==> src/rtl/keypad_scan_fifo.sv <==
// keypad_scan_fifo: column-scanned keypad with per-frame debounce, multi-key rejection
// and a show-ahead event FIFO (press / repeat / release).
module keypad_scan_fifo #(
   parameter int ROWS       = 4,
   parameter int COLS       = 4,
   parameter int SCAN_DIV   = 50000,
   parameter int DEBOUNCE   = 3,
   parameter int REPEAT     = 0,
   parameter int FIFO_DEPTH = 8,
   parameter int CODE_W     = $clog2(ROWS*COLS)
) (
   input  logic              clk,
   input  logic              rst,
   input  logic [ROWS-1:0]   fila,
   output logic [COLS-1:0]   col,
   output logic              key_down,
   output logic [CODE_W-1:0] key_code,
   output logic              evt_valid,
   output logic [CODE_W-1:0] evt_code,
   output logic [1:0]        evt_type,
   input  logic              evt_rd,
   output logic              overflow,
   input  logic              clr_overflow
);
   localparam int CW  = $clog2(COLS);
   localparam int DW  = $clog2(SCAN_DIV);
   localparam int AW  = $clog2(FIFO_DEPTH);
   localparam int DBW = $clog2(DEBOUNCE+1)+1;
   localparam int RW  = $clog2(REPEAT+1)+1;
   typedef enum logic [1:0] {IDLE, CONFIRM, HELD, REL} state_t;
   state_t st;
   logic [ROWS-1:0] fila_m, fila_s;
   logic [DW-1:0] div;
   logic [CW-1:0] cidx;
   logic [1:0] n_acc, n_tot;
   logic [CODE_W-1:0] c_acc, c_tot, cand, pcode;
   logic h_acc, h_tot, sample, frame_end, single, push, pop, wr, full;
   logic [DBW-1:0] cnt, rcnt;
   logic [RW-1:0] rep;
   logic [1:0] ptype;
   logic [CODE_W+1:0] mem [FIFO_DEPTH];
   logic [AW-1:0] wp, rp;
   logic [AW:0] used;
   assign col       = ~(COLS'(1) << cidx);
   assign sample    = div == DW'(SCAN_DIV-1);
   assign frame_end = sample && cidx == CW'(COLS-1);
   assign single    = n_tot == 2'd1;
   assign key_code  = cand;
   // Fold the current column into the frame summary; count saturates at 2 (multi).
   always_comb begin
      n_tot = n_acc;
      c_tot = c_acc;
      h_tot = h_acc;
      for (int r = 0; r < ROWS; r++)
         if (!fila_s[r]) begin
            n_tot = (n_tot == 2'd0) ? 2'd1 : 2'd2;
            c_tot = CODE_W'(r*COLS + int'(cidx));
            h_tot = h_tot | (c_tot == cand);
         end
   end
   always_ff @(posedge clk or posedge rst)
      if (rst) begin
         fila_m <= '1;
         fila_s <= '1;
         div    <= '0;
         cidx   <= '0;
         n_acc  <= '0;
         c_acc  <= '0;
         h_acc  <= 1'b0;
      end else begin
         fila_m <= fila;
         fila_s <= fila_m;
         div    <= sample ? '0 : div + DW'(1);
         if (sample) begin
            cidx  <= frame_end ? '0 : cidx + CW'(1);
            n_acc <= frame_end ? '0 : n_tot;
            c_acc <= frame_end ? '0 : c_tot;
            h_acc <= frame_end ? 1'b0 : h_tot;
         end
      end
   always_comb begin
      push  = 1'b0;
      ptype = 2'b00;
      pcode = cand;
      if (frame_end)
         case (st)
            IDLE: begin
               push  = single && DEBOUNCE == 1;
               pcode = c_tot;
            end
            CONFIRM: push = single && c_tot == cand && cnt == DBW'(DEBOUNCE-1);
            HELD: begin
               push  = h_tot ? (REPEAT > 0 && rep == RW'(REPEAT-1)) : DEBOUNCE == 1;
               ptype = h_tot ? 2'b01 : 2'b10;
            end
            default: begin
               push  = !h_tot && rcnt == DBW'(DEBOUNCE-1);
               ptype = 2'b10;
            end
         endcase
   end
   always_ff @(posedge clk or posedge rst)
      if (rst) begin
         st       <= IDLE;
         cand     <= '0;
         cnt      <= '0;
         rcnt     <= '0;
         rep      <= '0;
         key_down <= 1'b0;
      end else if (frame_end)
         case (st)
            IDLE:
               if (single) begin
                  cand     <= c_tot;
                  cnt      <= DBW'(1);
                  rep      <= '0;
                  st       <= DEBOUNCE == 1 ? HELD : CONFIRM;
                  key_down <= DEBOUNCE == 1;
               end
            CONFIRM:
               if (single && c_tot == cand) begin
                  cnt <= cnt + DBW'(1);
                  if (push) begin
                     st       <= HELD;
                     key_down <= 1'b1;
                     rep      <= '0;
                  end
               end else st <= IDLE;
            HELD:
               if (h_tot) rep <= push ? '0 : rep + RW'(REPEAT > 0);
               else begin
                  rcnt     <= DBW'(1);
                  st       <= DEBOUNCE == 1 ? IDLE : REL;
                  key_down <= DEBOUNCE != 1;
               end
            default:
               if (h_tot) st <= HELD;
               else begin
                  rcnt <= rcnt + DBW'(1);
                  if (push) begin
                     st       <= IDLE;
                     key_down <= 1'b0;
                  end
               end
         endcase
   assign full      = used[AW];
   assign evt_valid = used != '0;
   assign pop       = evt_rd && evt_valid;
   assign wr        = push && (!full || pop);
   assign {evt_type, evt_code} = evt_valid ? mem[rp] : '0;
   always_ff @(posedge clk or posedge rst)
      if (rst) begin
         wp       <= '0;
         rp       <= '0;
         used     <= '0;
         overflow <= 1'b0;
      end else begin
         wp       <= wp + AW'(wr);
         rp       <= rp + AW'(pop);
         used     <= used + (AW+1)'(wr) - (AW+1)'(pop);
         overflow <= (push && !wr) || (overflow && !clr_overflow);
      end
   always_ff @(posedge clk)
      if (wr) mem[wp] <= {ptype, pcode};
endmodule
==> config.mk <==
export PLATFORM = sky130hd
export DESIGN_NAME = keypad_scan_fifo
export DESIGN_NICKNAME = d
export VERILOG_FILES = /design/src/rtl/keypad_scan_fifo.sv
export SDC_FILE = /design/constraint.sdc
export NUM_CORES = 1
export LEC_CHECK = 0
export ABC_AREA = 1
export BUFFER_PORTS_ARGS = -buffer_cell sky130_fd_sc_hd__buf_4
export CORE_ASPECT_RATIO = 0.75
export CORE_UTILIZATION = 52
export CTS_CLUSTER_SIZE = 24
export DETAILED_ROUTE_END_ITERATION = 7
export PLACE_DENSITY = 0.81
export SLEW_MARGIN = 30
export SYNTH_ARGS = -nofsm -noshare
export SYNTH_HDL_FRONTEND = slang
export SYNTH_SLANG_ARGS = --single-unit
==> constraint.sdc <==
create_clock -name clk -period 2.61 [get_ports clk]
set_input_delay 0.1305 -clock clk [delete_from_list [all_inputs] [get_ports clk]]
set_output_delay 0.1305 -clock clk [all_outputs]
set_load 0.1 [all_outputs]
* Yosys cells after proc, flatten, opt, wreduce, memory -nomap -nowiden
Memory sizes are Yosys's and may differ from the RTL's. Cells that the tools add are included.
Storage, ports and cells: register bits 57, logic and storage cells 135, memory bits (writable) 48, output and inout bits 17, memories 1
Cells by class: bitwise gates (word level) 7, equal/unequal tests 18, $add $sub $neg 11, mux-type cells 51, shift operators 1, reduce and logical (&&, ||, !) cells 30
Memories:
- mem | words 8, width 6, rd ports 1, clocked after memory_dff 0, wr ports 1, RTL line 41 | logic [CODE_W+1:0] mem [FIFO_DEPTH];
Operator list (number):
- 2-bit two-way mux | 18
- 4-bit two-way mux | 7
- 16-bit by 1-bit adder with 16-bit output (second input constant) | 1
- 16-bit equality test (second input constant) | 1
- 4-bit equality test | 4
- 16-bit two-way mux | 1
- 1-bit two-way mux | 14
- 3-bit two-way mux | 4
- 3-bit case mux with 2 select lines | 2
- 2-bit logical NOT | 5
- 4-bit by 2-bit adder with 4-bit output (first input constant) | 2
- 1-bit logical AND | 8
- 2-bit != test (second input constant) | 4
- 7-bit AND reduction | 1
- 3-bit by 1-bit adder with 3-bit output | 2
- 3-bit by 1-bit adder with 3-bit output (second input constant) | 2
- 3-bit by 2-bit equality test with 1-bit output (second input constant) | 2
- 6-bit two-way mux | 1
- 2-bit case mux with 3 select lines | 1
- 3-bit AND reduction | 2
- 5-bit AND reduction | 1
- 5-bit nonzero test | 1
- 3-bit by 2-bit adder with 4-bit output (first input constant) | 1
- 4-bit by 1-bit adder with 4-bit output | 1
- other kinds (21) | 32

* Logic depth before layout (Yosys ltp)
Gate-level depths: netlist of the first run.
depth after elaboration 21, mapped depth 19

* Least setup slack after synthesis of the first run
OpenSTA, ideal clock, no wires.
kind register -> output, start register used[2], end output evt_code[0], setup slack -0.599 ns, cell stages (with the launch flop) 6, arrival time 3.079 ns, path buffers 0, path through dfrtp_1 -> inv_1 -> ha_1 -> nand3_1 -> o21ai_0 -> a31oi_1
Between the ends: word-level cells in the longest chain between the ends 2
RTL lines:
- from (decl) | RTL line 43 | logic [AW:0] used;
- from (signal assigned) | RTL line 160 | used <= used + (AW+1)'(wr) - (AW+1)'(pop);
- 4-bit nonzero test | RTL line 147 | assign evt_valid = used != '0;
- net evt_valid | RTL line 18 | output logic evt_valid,
- 6-bit two-way mux | RTL line 150 | assign {evt_type, evt_code} = evt_valid ? mem[rp] : '0;
- to (decl) | RTL line 19 | output logic [CODE_W-1:0] evt_code,
The timed path passes the listed nets, and every way through them passes these cells.

* Worst setup path in the final report of the first run
start register fila_s[1], end register used[1]
Between the ends: word-level cells in the longest chain between the ends 15
RTL lines:
- from (decl) | RTL line 32 | logic [ROWS-1:0] fila_m, fila_s;
- from (signal assigned) | RTL line 72 | fila_s <= fila_m;
- 2-bit two-way mux | RTL line 55 | if (!fila_s[r]) begin
- 2-bit logical NOT | RTL line 56 | n_tot = (n_tot == 2'd0) ? 2'd1 : 2'd2;
- 2-bit two-way mux | RTL line 56
- 2-bit two-way mux | RTL line 55
- 2-bit logical NOT | RTL line 56
- 2-bit two-way mux | RTL line 56
- 2-bit two-way mux | RTL line 55
- 2-bit by 1-bit equality test with 1-bit output | RTL line 47 | assign single = n_tot == 2'd1;
- 1-bit logical AND (2 in series) | RTL line 91 | CONFIRM: push = single && c_tot == cand && cnt == DBW'(DEBOUNCE-1);
- 1-bit case mux with 2 select lines * | RTL line 86 | case (st)
- 1-bit two-way mux * | RTL line 85 | if (frame_end)
- 1-bit logical AND * | RTL line 149 | assign wr = push && (!full || pop);
- 4-bit by 1-bit adder with 4-bit output * | RTL line 160
- 4-bit by 1-bit subtractor with 4-bit output * | RTL line 160
Mark *: on every way between the ends. The rest lies on a longest branch, timed or not. A chain may end at the register's enable or synchronous reset.

==> reports/results.txt, run 1 <==
The logs give 0.360 for the combinational power share and 535 for the cell count after synthesis. The total of max-cap violations came out at 0. The xor and xnor area share after synthesis came out at 0.0222.

The tools report the via count of the first global-routing pass as 3,613. The type of the worst min-delay path is in2reg. The fraction of post-synthesis cell area in the top cell type by area came out at 0.280. The tools report the layout filler cell count as 734.

Final-stage net count: 621. In this run the tool buffered the top-level ports with 24 buffer cells. The die span in x is 117 um. Register cell area after layout: 2880 um^2. For the count of final max-slew check failures, the log shows 0. In the final routed layout, each cell accounts on average for 14.6 um. The share of the core filled with cells was 0.633. The max-slew headroom at the worst pin is 0.354, and the total nets after synthesis is 566.

The flop and latch count out of synthesis is 105. For this run, the top clock speed supported by timing is 396 MHz. The final critical path time including I/O delays and setup is 2.53 ns, and the worst-case clock buffer depth is 2. edfxtp_1 takes more of the synthesized area than any other cell.

Tracing the worst setup path back leads to its startpoint at fila_s[1]$_DFF_PP1_. The clock reaches the later pin of the worst-skew pair after 0.35 ns. The adder-cell share of the synthesized area was 0.0575; the post-synthesis to final-layout area growth was 18.6%. In the post-synthesis netlist, the cell with the most instances is nand2_1. End point of the critical path: used[1]$_DFF_PP0_.

The initial antenna violation count was 0; the setup slack at placement was 0.0474 ns. Switching power summed over all nets: 2.03 mW. The total via count after detailed routing was 3,849. The critical path is of the reg2reg type. Cell at the root of the clock tree: clkbuf_16. The buffers plus inverters on the worst setup path was 0; the number of design-rule violations left by the first detailed-router iteration was 325.

The height of the die was 88.1 um; the length of the first detailed-routing pass in iterations was 5. In this run, CTS created clock tree buffers numbering 9. The run gives 0.560 as the part of the Yosys area used for sequential elements.

For the worst setup path, the data required time is 2.84 ns. By count the netlist is led by 84 x nand2_1, 73 x nor2_1, 69 x inv_1, 59 x o21ai_0, 49 x dfrtp_1. The slowest stage of the critical path is the dfstp_2 cell. In this run the static leakage power is 2.78 nW. The number of nets with antenna violations after detailed routing is 0. The run finished with clean final reports.

The fraction of the cycle the final worst path needs works out to 0.968. Setup repair after global routing could not meet its margin everywhere. The number of flops mapped to enable cells by yosys came out at 48. For the maximum number of pins on one net before global-route repair, the log shows 36. Grouping stages by cell kind, the critical path spends the most delay in simple AND/OR/NAND/NOR gates. The tools report the final weighted congestion in routability-driven placement as 0.948. The logs give 0.225 for the overall fraction of global-route tracks in use and 0 for the global route total overflow. On the final layout, the worst clock skew is 0.00583 ns. The cell area that synthesis handed to floorplanning was 5140 um^2. The post-synthesis average cell area is 9.61 um^2. The netlist uses 42 different library cells. The final layout contains routed wiring with a total length of 10.6 mm. Critical path endpoint category: a flip-flop. The setup slack of the most critical reg-to-reg path is 0.08 ns, and the initial core utilization is 0.534. Main combinational cell family by area after synthesis: simple AND/OR/NAND/NOR gates.

The area of the placeable core was 9620 um^2; the slew of the pin with the lowest slew margin was 0.958 ns. Counting buffers and inverters, the worst setup path is 14 cells deep. Simple-gate portion of the synthesized area: 0.202. The power density normalized to cell area works out to 833 nW/um^2. Async set or reset register ratio after synthesis: 0.543.

The run gives 7.47 mm as the half-perimeter wire length after detailed placement. Count of cells along the worst register-to-register path: 14. The most common flop cell mapped by yosys was dfrtp_1. The number of antenna diodes in the final layout is 0. The startpoint kind of the worst setup timing path was a flip-flop. The biggest fanout along the worst timing path is 8, and the clock net sink count is 105. The H-tree generated during clock tree synthesis spans 3 levels.

Compound-cell area share of the yosys netlist: 0.0962. The layout cell share with drive strength beyond 1 was 0.200; the area of the multi-input gates was 2030 um^2. Data on the critical path arrives at its endpoint at 2.76 ns. For the peak supply drop, the log shows 0.385 mV. The most used cell along the critical path was nand2_2.

The logs give 17.2 mm for the wire length of the first global-routing pass and 25 for the total I/O pin count. The count of endpoints failing setup in the final report was 0; the portion of netlist area occupied by mux cells was 0. The die covers 10,300 um^2. The logs give 0.359 for the power share of the sequential group and 0 for the final hold violation count. Design internal power: 3.04 mW. Walking the worst path, the cells encountered are nand2_2 -> nor2_4 -> nand2_1 -> o21ai_2 -> nor2_2 -> nor2_2 -> nand2_2 -> nor2_4 -> nand3_2 -> nand2_2 -> nand2_4 -> nor2_8 -> ha_4 -> fa_1. The detail-routed via count per cell came out at 5.29.

The run gives 0 as the post-detailed-route DRC marker count. Sorting the synthesized cells by area gives the leading types as edfxtp_1 28%, dfrtp_1 24%, nand2_1 6.1%, o21ai_0 5.7%, ha_1 5.4%. The switching share of power came out at 0.400. The tools report the capture instance of the worst register-to-register path as used[1]$_DFF_PP0_. The worst register-to-register path begins at fila_s[1]$_DFF_PP1_. Clock-pin slew was measured on the worst setup and hold paths at 0.07 ns.

On the worst path, the slowest cell contributes a delay of 0.62 ns. TritonCTS built the clock tree. The Yosys warning count came out at 0.

The tools report the number of placement rows as 31. Minimum setup slack in the final design: 0.0829 ns. The part of the power in the clock network is 0.281.
==> sequential cells by signal, indices dropped and copies added (netlist names), 4 cells and up <==
signal	flops
fila_s	4
div	16
used	4
fila_m	4
c_acc	4
mem	48
key_code	4
==> cell families (layout without fill, tap and decap cells) <==
kind of cell    after synthesis  after routing
xor+xnor                     13             13
flops                       105            105
simple gates                220            220
compound gates               91             91
fa+ha+maj                    23             23
buf+inv                      83            143
==> worst register-to-register path, delay by kind of cell (launching register included) <==
family          cells  cell delay (ns)
simple gates       11             1.13
flops               1             0.62
fa+ha+maj           2             0.55
compound gates      1             0.11
==> what timing repair did <==
action,in CTS,in global routing
hold endpoints to repair,30,0
hold buffers,6,0
setup endpoints to repair,0,59
setup buffers,0,6
resized for setup,0,8
==> power groups by stage <==
stage	clock [mW]	sequential [mW]	combinational (mW)
floorplan	0	1.86	1.44
global placement	0	1.85	1.75
detailed placement	0	1.86	1.81
CTS	1.44	1.82	1.82
global route	1.51	1.83	1.98
finish	1.43	1.82	1.82
==> cells in the final DEF, fill, tap and decap left out, drive strengths merged, types with 9 or more instances in the layout <==
cell type | netlist | layout
ha | 22 | 22
nand3 | 22 | 22
edfxtp | 48 | 48
nor2 | 79 | 79
buf | 2 | 48
inv | 72 | 75
a21oi | 9 | 9
dfrtp | 49 | 49
o21ai | 62 | 62
nand4 | 9 | 9
clkbuf | 8 | 9
nand2 | 95 | 95
==> routing by layer <==
layer	GRT usage	routed length (um)
met5	0	0
met3	0.0526	595
met4	0.0829	199
met2	0.354	4980
met1	0.307	4880
==> per-stage QoR <==
stage	hold slack [ns]	TNS, ns	instance area, um^2	instances	power, mW
after floorplan	0.135	0	5190	535	3.30
after global placement	0.239	0	5640	699	3.60
after detailed placement	0.240	0	5640	699	3.66
after CTS	0.241	0	6020	721	5.09
after global routing	0.262	-1.19	6090	727	5.33
final	0.261	0	6090	727	5.07
==> layout make-up <==
type / instances / share of cell area
Timing Repair Buffer: 54 / 0.0690
Clock inverter: 7 / 0.0160
Tap cell: 132 / 0.0271
Inverter: 73 / 0.0452
Clock buffer: 9 / 0.0370
Multi-Input combinational cell: 347 / 0.333
Sequential cell: 105 / 0.473
==> worst min-delay path by stage <==
stage	start	to	slack, ns	cells past startpoint
3_3_place_gp	fila[0]	fila_m[0]$_DFF_PP1_	0.24	1
3_5_place_dp	fila[0]	fila_m[0]$_DFF_PP1_	0.24	1
6_report	evt_rd	rp[0]$_DFF_PP0_	0.26	3
4_1_cts	evt_rd	rp[0]$_DFF_PP0_	0.24	3
2_1_floorplan	fila[0]	fila_m[0]$_DFF_PP1_	0.13	0
5_1_grt	evt_rd	rp[0]$_DFF_PP0_	0.26	3
No activity file was read; power rests on OpenSTA's default activity.
==> inputs of run 2 (changes only) <==
- CAP_MARGIN: default -> 0
- RECOVER_POWER: default -> 25
- clock period: 2.61 -> 2 ns (I/O delays scaled with it)
==> run 2 against run 1 <==
  * The run now ends with setup timing left
  * Final cell count is 12% higher
  * Power is 49% higher
  * Sequential power is 34% higher
  * Sequential share of layout area is 8.5 points lower
  * Routed wire length is 37% higher
  * Clock power is 29% higher
  * Die area stayed put
  * Setup slack worse by 0.71 ns
  * Cell area is 22% higher
  * Via count is 18% higher
  * Critical endpoint unchanged
==> reports/results.txt, run 2 (synthesized netlist as in run 1, its figures left out) <==
The run finished, with violations left. The checks that failed: setup timing. The clock-pin slew on the worst setup and hold paths was 0.07 ns (about the same). The peak supply drop is 0.904 mV (+140%), and the count of final max-slew check failures is 0 (unchanged). The number of placement rows was 31 (unchanged). The tools report the final non-filler cell area as 7450 um^2 (+22%). The layout cell share with drive strength beyond 1 is 0.426 (+0.226). The run gives -0.510 ns (-0.557 ns) as the setup slack at placement.

The count of endpoints failing setup in the final report came out at 92 (+92). The critical path endpoint category was a flip-flop. The fraction of the cycle the final worst path needs came out at 1.31 (+0.347). The total via count after detailed routing is 4,536 (+18%), and the area after detailed placement is 6270 um^2 (+11%).

The library cell used most frequently in the layout, excluding fill and tap cells, is buf_4. The half-perimeter wire length after detailed placement was 8.61 mm (+15%). The die span in x came out at 117 um (unchanged). Setup repair after global routing could not meet its margin everywhere. The via count of the first global-routing pass is 4,280 (+18%). The type of the worst min-delay path was in2reg. The worst setup path is of the reg2reg kind.

The run gives 0 (unchanged) as the initial antenna violation count. TritonCTS built the clock tree. For the post-detailed-route DRC marker count, the log shows 0 (unchanged). The logs give 763 (+9.2%) for the number of cells in the design after placement and 0 (unchanged) for the global route total overflow. The top cell types in the final layout, fill and taps aside, are 102 x buf_4, 61 x nand2_1, 57 x inv_1, 54 x nor2_1, 48 x edfxtp_1.

The clock insertion delay at the later pin of the skew report is 0.36 ns (about the same), and the highest attainable clock frequency is 380 MHz (-3.9%). The final hold violation count was 0 (unchanged). The die area is 10,300 um^2 (unchanged), and the number of flip-flops in the largest register is 48 (unchanged). The tools report the cell at the root of the clock tree as clkbuf_16. More flip-flops sit in one register than any other, and that register is mem. For the setup clock skew after layout, the log shows 0.00862 ns (+0.00279 ns).

The final routed wire length divided by cell count was 17.9 um (+22%). The clock net sink count was 105 (unchanged); the maximum number of pins on one net before global-route repair was 38 (+5.6%). The run gives 0.174 ns (-0.0869 ns) as the tightest hold margin. The number of port buffers is 24 (unchanged), and the area of the placeable core is 9620 um^2 (unchanged).

The endpoint required time on the critical path came out at 2.23 ns (-0.61 ns). Worst-case clock buffer depth: 2 (unchanged). The tools report the startpoint kind of the worst setup timing path as a flip-flop. The tools report the sum of met3 wire segment lengths after detailed routing as 971 um (+63%).

The leakage power total is 3.34 nW (+20%), and the power density normalized to cell area is 1020 nW/um^2 (+22%). The logs give 817 (+12%) for the number of cells in the finished layout apart from fillers and 0.774 (+0.141) for the share of the core filled with cells. After detailed routing, no signal wire sits above met4. The tools report the total number of H-tree levels as 3 (unchanged). The max-slew headroom at the worst pin came out at 0.470 (+0.116).

The final critical path time including I/O delays and setup was 2.63 ns (+0.103 ns). The tools report the minimum setup slack in the final design as -0.630 ns (-0.713 ns). The detailed-route wire length was 14.6 mm (+37%).

The number of nets with antenna violations after detailed routing came out at 0 (unchanged). The run gives 0.263 (+0.0375) as the overall fraction of global-route tracks in use. The routed length on met2 is 7.34 mm (+47%). The arrival time at the worst endpoint is 2.86 ns (+0.10 ns).

The biggest fanout along the worst timing path is 8 (unchanged). The diode insertion count for antenna repair came out at 0 (unchanged). The largest registers in the layout are mem: 48 flops, div: 16 flops. Length of the first detailed-routing pass in iterations: 5 (unchanged). The routed length on met1 was 5.83 mm (+20%); the final weighted congestion in routability-driven placement was 0.857 (-9.6%). The detail-routed via count per cell works out to 5.55 (+4.9%). The run gives 547 (-25%) as the layout filler cell count.

The height of the die is 88.1 um (unchanged), and the total of max-cap violations is 0 (unchanged). The tools report the initial core utilization as 0.534 (unchanged). The total I/O pin count was 25 (unchanged); the number of design-rule violations left by the first detailed-router iteration was 326 (+0.31%). The total clock buffers created by CTS came out at 9 (unchanged). The run gives 20.2 mm (+17%) as the wire length of the first global-routing pass. The final-stage net count came out at 711 (+14%). The slew of the pin with the lowest slew margin came out at 0.794 ns (-0.165 ns).

From synthesis to final layout, the design area changed by 44.9%.
[run 2: stage by stage]
step	power (mW)	TNS (ns)
floorplan	4.46	-13.88
global placement	4.93	-20.01
detailed placement	5.03	-27.63
CTS	7.05	-23.44
global route	7.86	-44.09
finish	7.56	-34.36
[run 2: worst max-delay path: stages, from the launching register on]
cell and delay [ns]:
dfstp_2 0.65, nand2_1 0.08, nand2_1 0.06, nand2_1 0.06, nand2_2 0.09, inv_2 0.05
nand2_1 0.10, nand2_1 0.08, nor2_1 0.15, nand2_2 0.10, nor2_4 0.11, nand3_2 0.07
nand2_2 0.10, nand2_4 0.08, nor2_8 0.16, ha_4 0.16, fa_1 0.41
[run 2: where the power goes]
group / switching (mW) / leakage (nW) / total (mW) / internal [mW]
Clock: 0.851 / 0.153 / 1.85 / 1.00
Combinational: 2.08 / 1.90 / 3.27 / 1.19
Sequential: 0.0950 / 1.29 / 2.44 / 2.34
[run 2: what timing repair did]
action                                  CTS  global route
cloned                                    0             4
hold buffers                              6             0
pin swaps                                23            34
endpoints found under the setup margin  107           132
resized for setup                        69           107
endpoints found under the hold margin    17             0
buffers inserted                         18            19
[run 2: metal layers]
layer,vias to the layer above,track usage
met2,215,0.463
met1,2210,0.328
met4,0,0.0909
li1,2064,-
met3,47,0.0478
met5,-,0
[run 2: path summary, 6_finish.rpt]
path                                          start                      end  slack, ns  depth (start not counted)
worst min-delay path                         evt_rd          rp[0]$_DFF_PP0_       0.17                          3
worst max-delay path            fila_s[0]$_DFF_PP1_        used[1]$_DFF_PP0_      -0.63                         16
worst min register to register  fila_m[2]$_DFF_PP1_      fila_s[2]$_DFF_PP1_       0.35                          0
max in group asynchronous                       rst  key_code[3]$_DFFE_PP0P_       0.87                          4
worst max register to register  fila_s[0]$_DFF_PP1_        used[1]$_DFF_PP0_      -0.63                         16
min in group asynchronous                       rst      rcnt[1]$_DFFE_PP0P_       0.45                          3
[run 2: final cells by class]
class / count / area, um^2 / share of cell area
sequential: 105 / 2890 / 0.388
multi-input combinational: 347 / 2510 / 0.337
timing repair buffer: 142 / 1270 / 0.170
inverter: 73 / 292 / 0.0391
clock buffer: 9 / 225 / 0.0302
tap: 132 / 165 / 0.0222
clock inverter: 7 / 85.1 / 0.0114
timing repair inverter: 2 / 15.0 / 0.00202
==> inputs of run 3 (changes only) <==
- PLACE_DENSITY: 0.81 -> 0.72
==> run 3 against run 2 <==
  * The run still ends with setup timing left
  * Global-route usage shrank 1.2 points
  * Sequential cell count is the same
  * Via count decreased by 3.6%
  * Register-to-register slack gained 0.09 ns
  * First-iteration DRC count grew 0.92%
  * Non-clock buffer count is 4 lower
  * Maximum frequency grew 3.5%
  * Routed wire length down 10%
  * Critical path type unchanged
  * Largest cell class unchanged
  * Largest power group unchanged
==> reports/results.txt, run 3 (synthesized netlist as in run 1, its figures left out) <==
The library cell used most frequently in the layout, excluding fill and tap cells, is buf_4. The layout filler cell count was 630 (+15%); the final routed wire length divided by cell count was 16.1 um (-9.9%). STA classifies the critical path startpoint as a flip-flop.

The design internal power came out at 4.55 mW (+0.30%). Height of the die: 88.1 um (unchanged). Biggest fanout along the worst timing path: 6 (-2). For the via count of the first global-routing pass, the log shows 4,033 (-5.8%). The leakage power total is 3.30 nW (-1.1%), and the switching share of power is 0.394 (-0.00667). The run gives 3 (unchanged) as the total number of H-tree levels. The final hold violation count is 0 (unchanged), and the post-synthesis to final-layout area growth is 41.9%.

The arrival time at the worst endpoint came out at 2.75 ns (-0.11 ns). Max-slew headroom at the worst pin: 0.475 (+0.00448). The power density normalized to cell area is 1030 nW/um^2 (+1.3%). The peak supply drop was 0.691 mV (-24%).

The tools report the minimum setup slack in the final design as -0.540 ns (+0.0901 ns). Endpoint required time on the critical path: 2.21 ns (-0.02 ns). The highest attainable clock frequency is 394 MHz (+3.5%), and the number of port buffers is 24 (unchanged). For the length of the first detailed-routing pass in iterations, the log shows 7 (+2). The run gives 38 (unchanged) as the maximum number of pins on one net before global-route repair. The setup clock skew after layout came out at 0.00969 ns (+0.00108 ns).

For the total via count after detailed routing, the log shows 4,374 (-3.6%). The overall fraction of global-route tracks in use is 0.250 (-0.0125). Setup repair after global routing could not meet its margin everywhere. The kind of critical path is reg2reg.

mem holds more flip-flops than any other register. The initial core utilization came out at 0.534 (unchanged). The switching power summed over all nets was 2.95 mW (-2.5%); the area after detailed placement was 6270 um^2 (+0.12%). The clock-pin slew on the worst setup and hold paths was 0.07 ns (about the same).

In the layout the commonest cells are 108 x buf_4, 61 x inv_1, 60 x nand2_1, 55 x nor2_1, 48 x edfxtp_1. The die span in x was 117 um (unchanged); the number of flip-flops in the largest register was 48 (unchanged). The checks that failed: setup timing. Final non-filler cell area: 7290 um^2 (-2.1%). The worst setup path is captured at a flip-flop.

For the count of final max-slew check failures, the log shows 0 (unchanged). Number of nets with antenna violations after detailed routing: 0 (unchanged). The part of the power in the clock network is 0.237 (-0.008). The setup slack at placement is -0.524 ns (-0.0140 ns).

The largest registers in the layout are mem: 48 flops, div: 16 flops. The layout cell share with drive strength beyond 1 was 0.415 (-0.0116); the fraction of the cycle the final worst path needs was 1.27 (-0.0451). The wire length of the first global-routing pass is 19.3 mm (-4.2%). The run gives 8.56 mm (-0.60%) as the half-perimeter wire length after detailed placement. The run gives 9620 um^2 (unchanged) as the area of the placeable core. The logs give 105 (unchanged) for the clock net sink count and 0.322 (about the same) for the power share of the sequential group. The global route total overflow is 0 (unchanged), and the count of endpoints failing setup in the final report is 62 (-33%).

The tightest min-delay check is of the in2reg type. For the total I/O pin count, the log shows 25 (unchanged). The number of design-rule violations left by the first detailed-router iteration was 329 (+0.92%); the total of max-cap violations was 0 (unchanged).

TritonCTS built the clock tree. The post-detailed-route DRC marker count is 0 (unchanged). The total clock buffers created by CTS was 9 (unchanged). The final critical path time including I/O delays and setup was 2.54 ns (-0.0901 ns); the combinational power share was 0.442 (+0.009).

The clock insertion delay at the later pin of the skew report was 0.35 ns (about the same). The die area was 10,300 um^2 (unchanged); the slew of the pin with the lowest slew margin was 0.787 ns (-0.00672 ns). For the detailed-route wire length, the log shows 13.1 mm (-10%).

The flow ran to the end, but the final reports show violations. The tools report the number of placement rows as 31 (unchanged). The tools report the worst-case clock buffer depth as 2 (unchanged).

The tools report the cell at the root of the clock tree as clkbuf_16. The final-stage net count is 706 (-0.70%). The diode insertion count for antenna repair is 0 (unchanged), and the initial antenna violation count is 0 (unchanged). Detail-routed via count per cell: 5.39 (-3.0%).

The final weighted congestion in routability-driven placement was 0.892 (+4.1%).
[run 3: cell count changes in the layout (fill, tap and decap cells not counted), sizes merged]
cell      previous run  this run
inv                 74        73
buf                129       125
clkbuf              16        18
bufinv               1         0
clkinvlp             4         2
clkinv               3         4
[run 3: per-layer routing]
layer,track usage,vias to the layer above,share of wire
met4,0.0587,0,0.013
li1,-,2058,-
met3,0.0443,14,0.054
met1,0.345,2128,0.43
met5,0,-,0
met2,0.415,174,0.50
[run 3: path summary, 6_finish.rpt]
path | start | end | slack, ns | depth (start not counted)
min in group asynchronous | rst | n_acc[0]$_DFFE_PP0P_ | 0.46 | 3
max reg2reg | fila_s[1]$_DFF_PP1_ | used[1]$_DFF_PP0_ | -0.54 | 15
min reg2reg | fila_m[2]$_DFF_PP1_ | fila_s[2]$_DFF_PP1_ | 0.36 | 0
min | evt_rd | rp[0]$_DFF_PP0_ | 0.29 | 4
max | fila_s[1]$_DFF_PP1_ | used[1]$_DFF_PP0_ | -0.54 | 15
max in group asynchronous | rst | key_code[0]$_DFFE_PP0P_ | 0.40 | 4
[run 3: what timing repair did]
action / 4_1_cts / 5_1_grt
hold buffers: 6 / 0
setup endpoints to repair: 103 / 127
resized for setup: 67 / 84
pin swaps: 11 / 25
cloned: 1 / 1
endpoints found under the hold margin: 17 / 0
buffers inserted: 11 / 15
[run 3: critical path: stages (launching register included)]
cell and delay, ns:
dfstp_2 0.61, nand2_1 0.07, nand2_1 0.07, nand2_2 0.07, buf_4 0.14, nand2_1 0.06
nand2_2 0.06, nor2_2 0.11, nand2_2 0.08, nor2_4 0.12, nand3_2 0.09, nand2_2 0.11
nand2_4 0.08, nor2_8 0.16, ha_4 0.16, fa_1 0.41
[run 3: cell type report]
class | count | area (um^2) | share of cell area
clock buffer | 11 | 264 | 0.0362
clock inverter | 5 | 42.5 | 0.00583
inverter | 73 | 283 | 0.0388
multi-input combinational | 347 | 2470 | 0.338
sequential | 105 | 2880 | 0.396
tap | 132 | 165 | 0.0226
timing repair buffer | 138 | 1180 | 0.162
timing repair inverter | 1 | 7.51 | 0.00103
[run 3: stage by stage]
stage	setup TNS, ns	util	cells	total power, mW	hold slack (ns)
6_report	-26.96	0.758	812	7.50	0.287
5_1_grt	-39.02	0.758	812	7.79	0.325
4_1_cts	-23.37	0.719	796	7.14	0.294
3_5_place_dp	-28.28	0.652	764	5.09	0.145
3_3_place_gp	-21.06	0.652	764	5.01	0.135
2_1_floorplan	-13.88	-	535	4.46	0.104
[run 3: power groups by stage]
stage	sequential, mW	clock, mW	combinational (mW)
floorplan	2.42	0	2.03
global placement	2.43	0	2.58
detailed placement	2.43	0	2.66
CTS	2.41	1.79	2.93
global route	2.42	1.88	3.49
finish	2.41	1.77	3.31
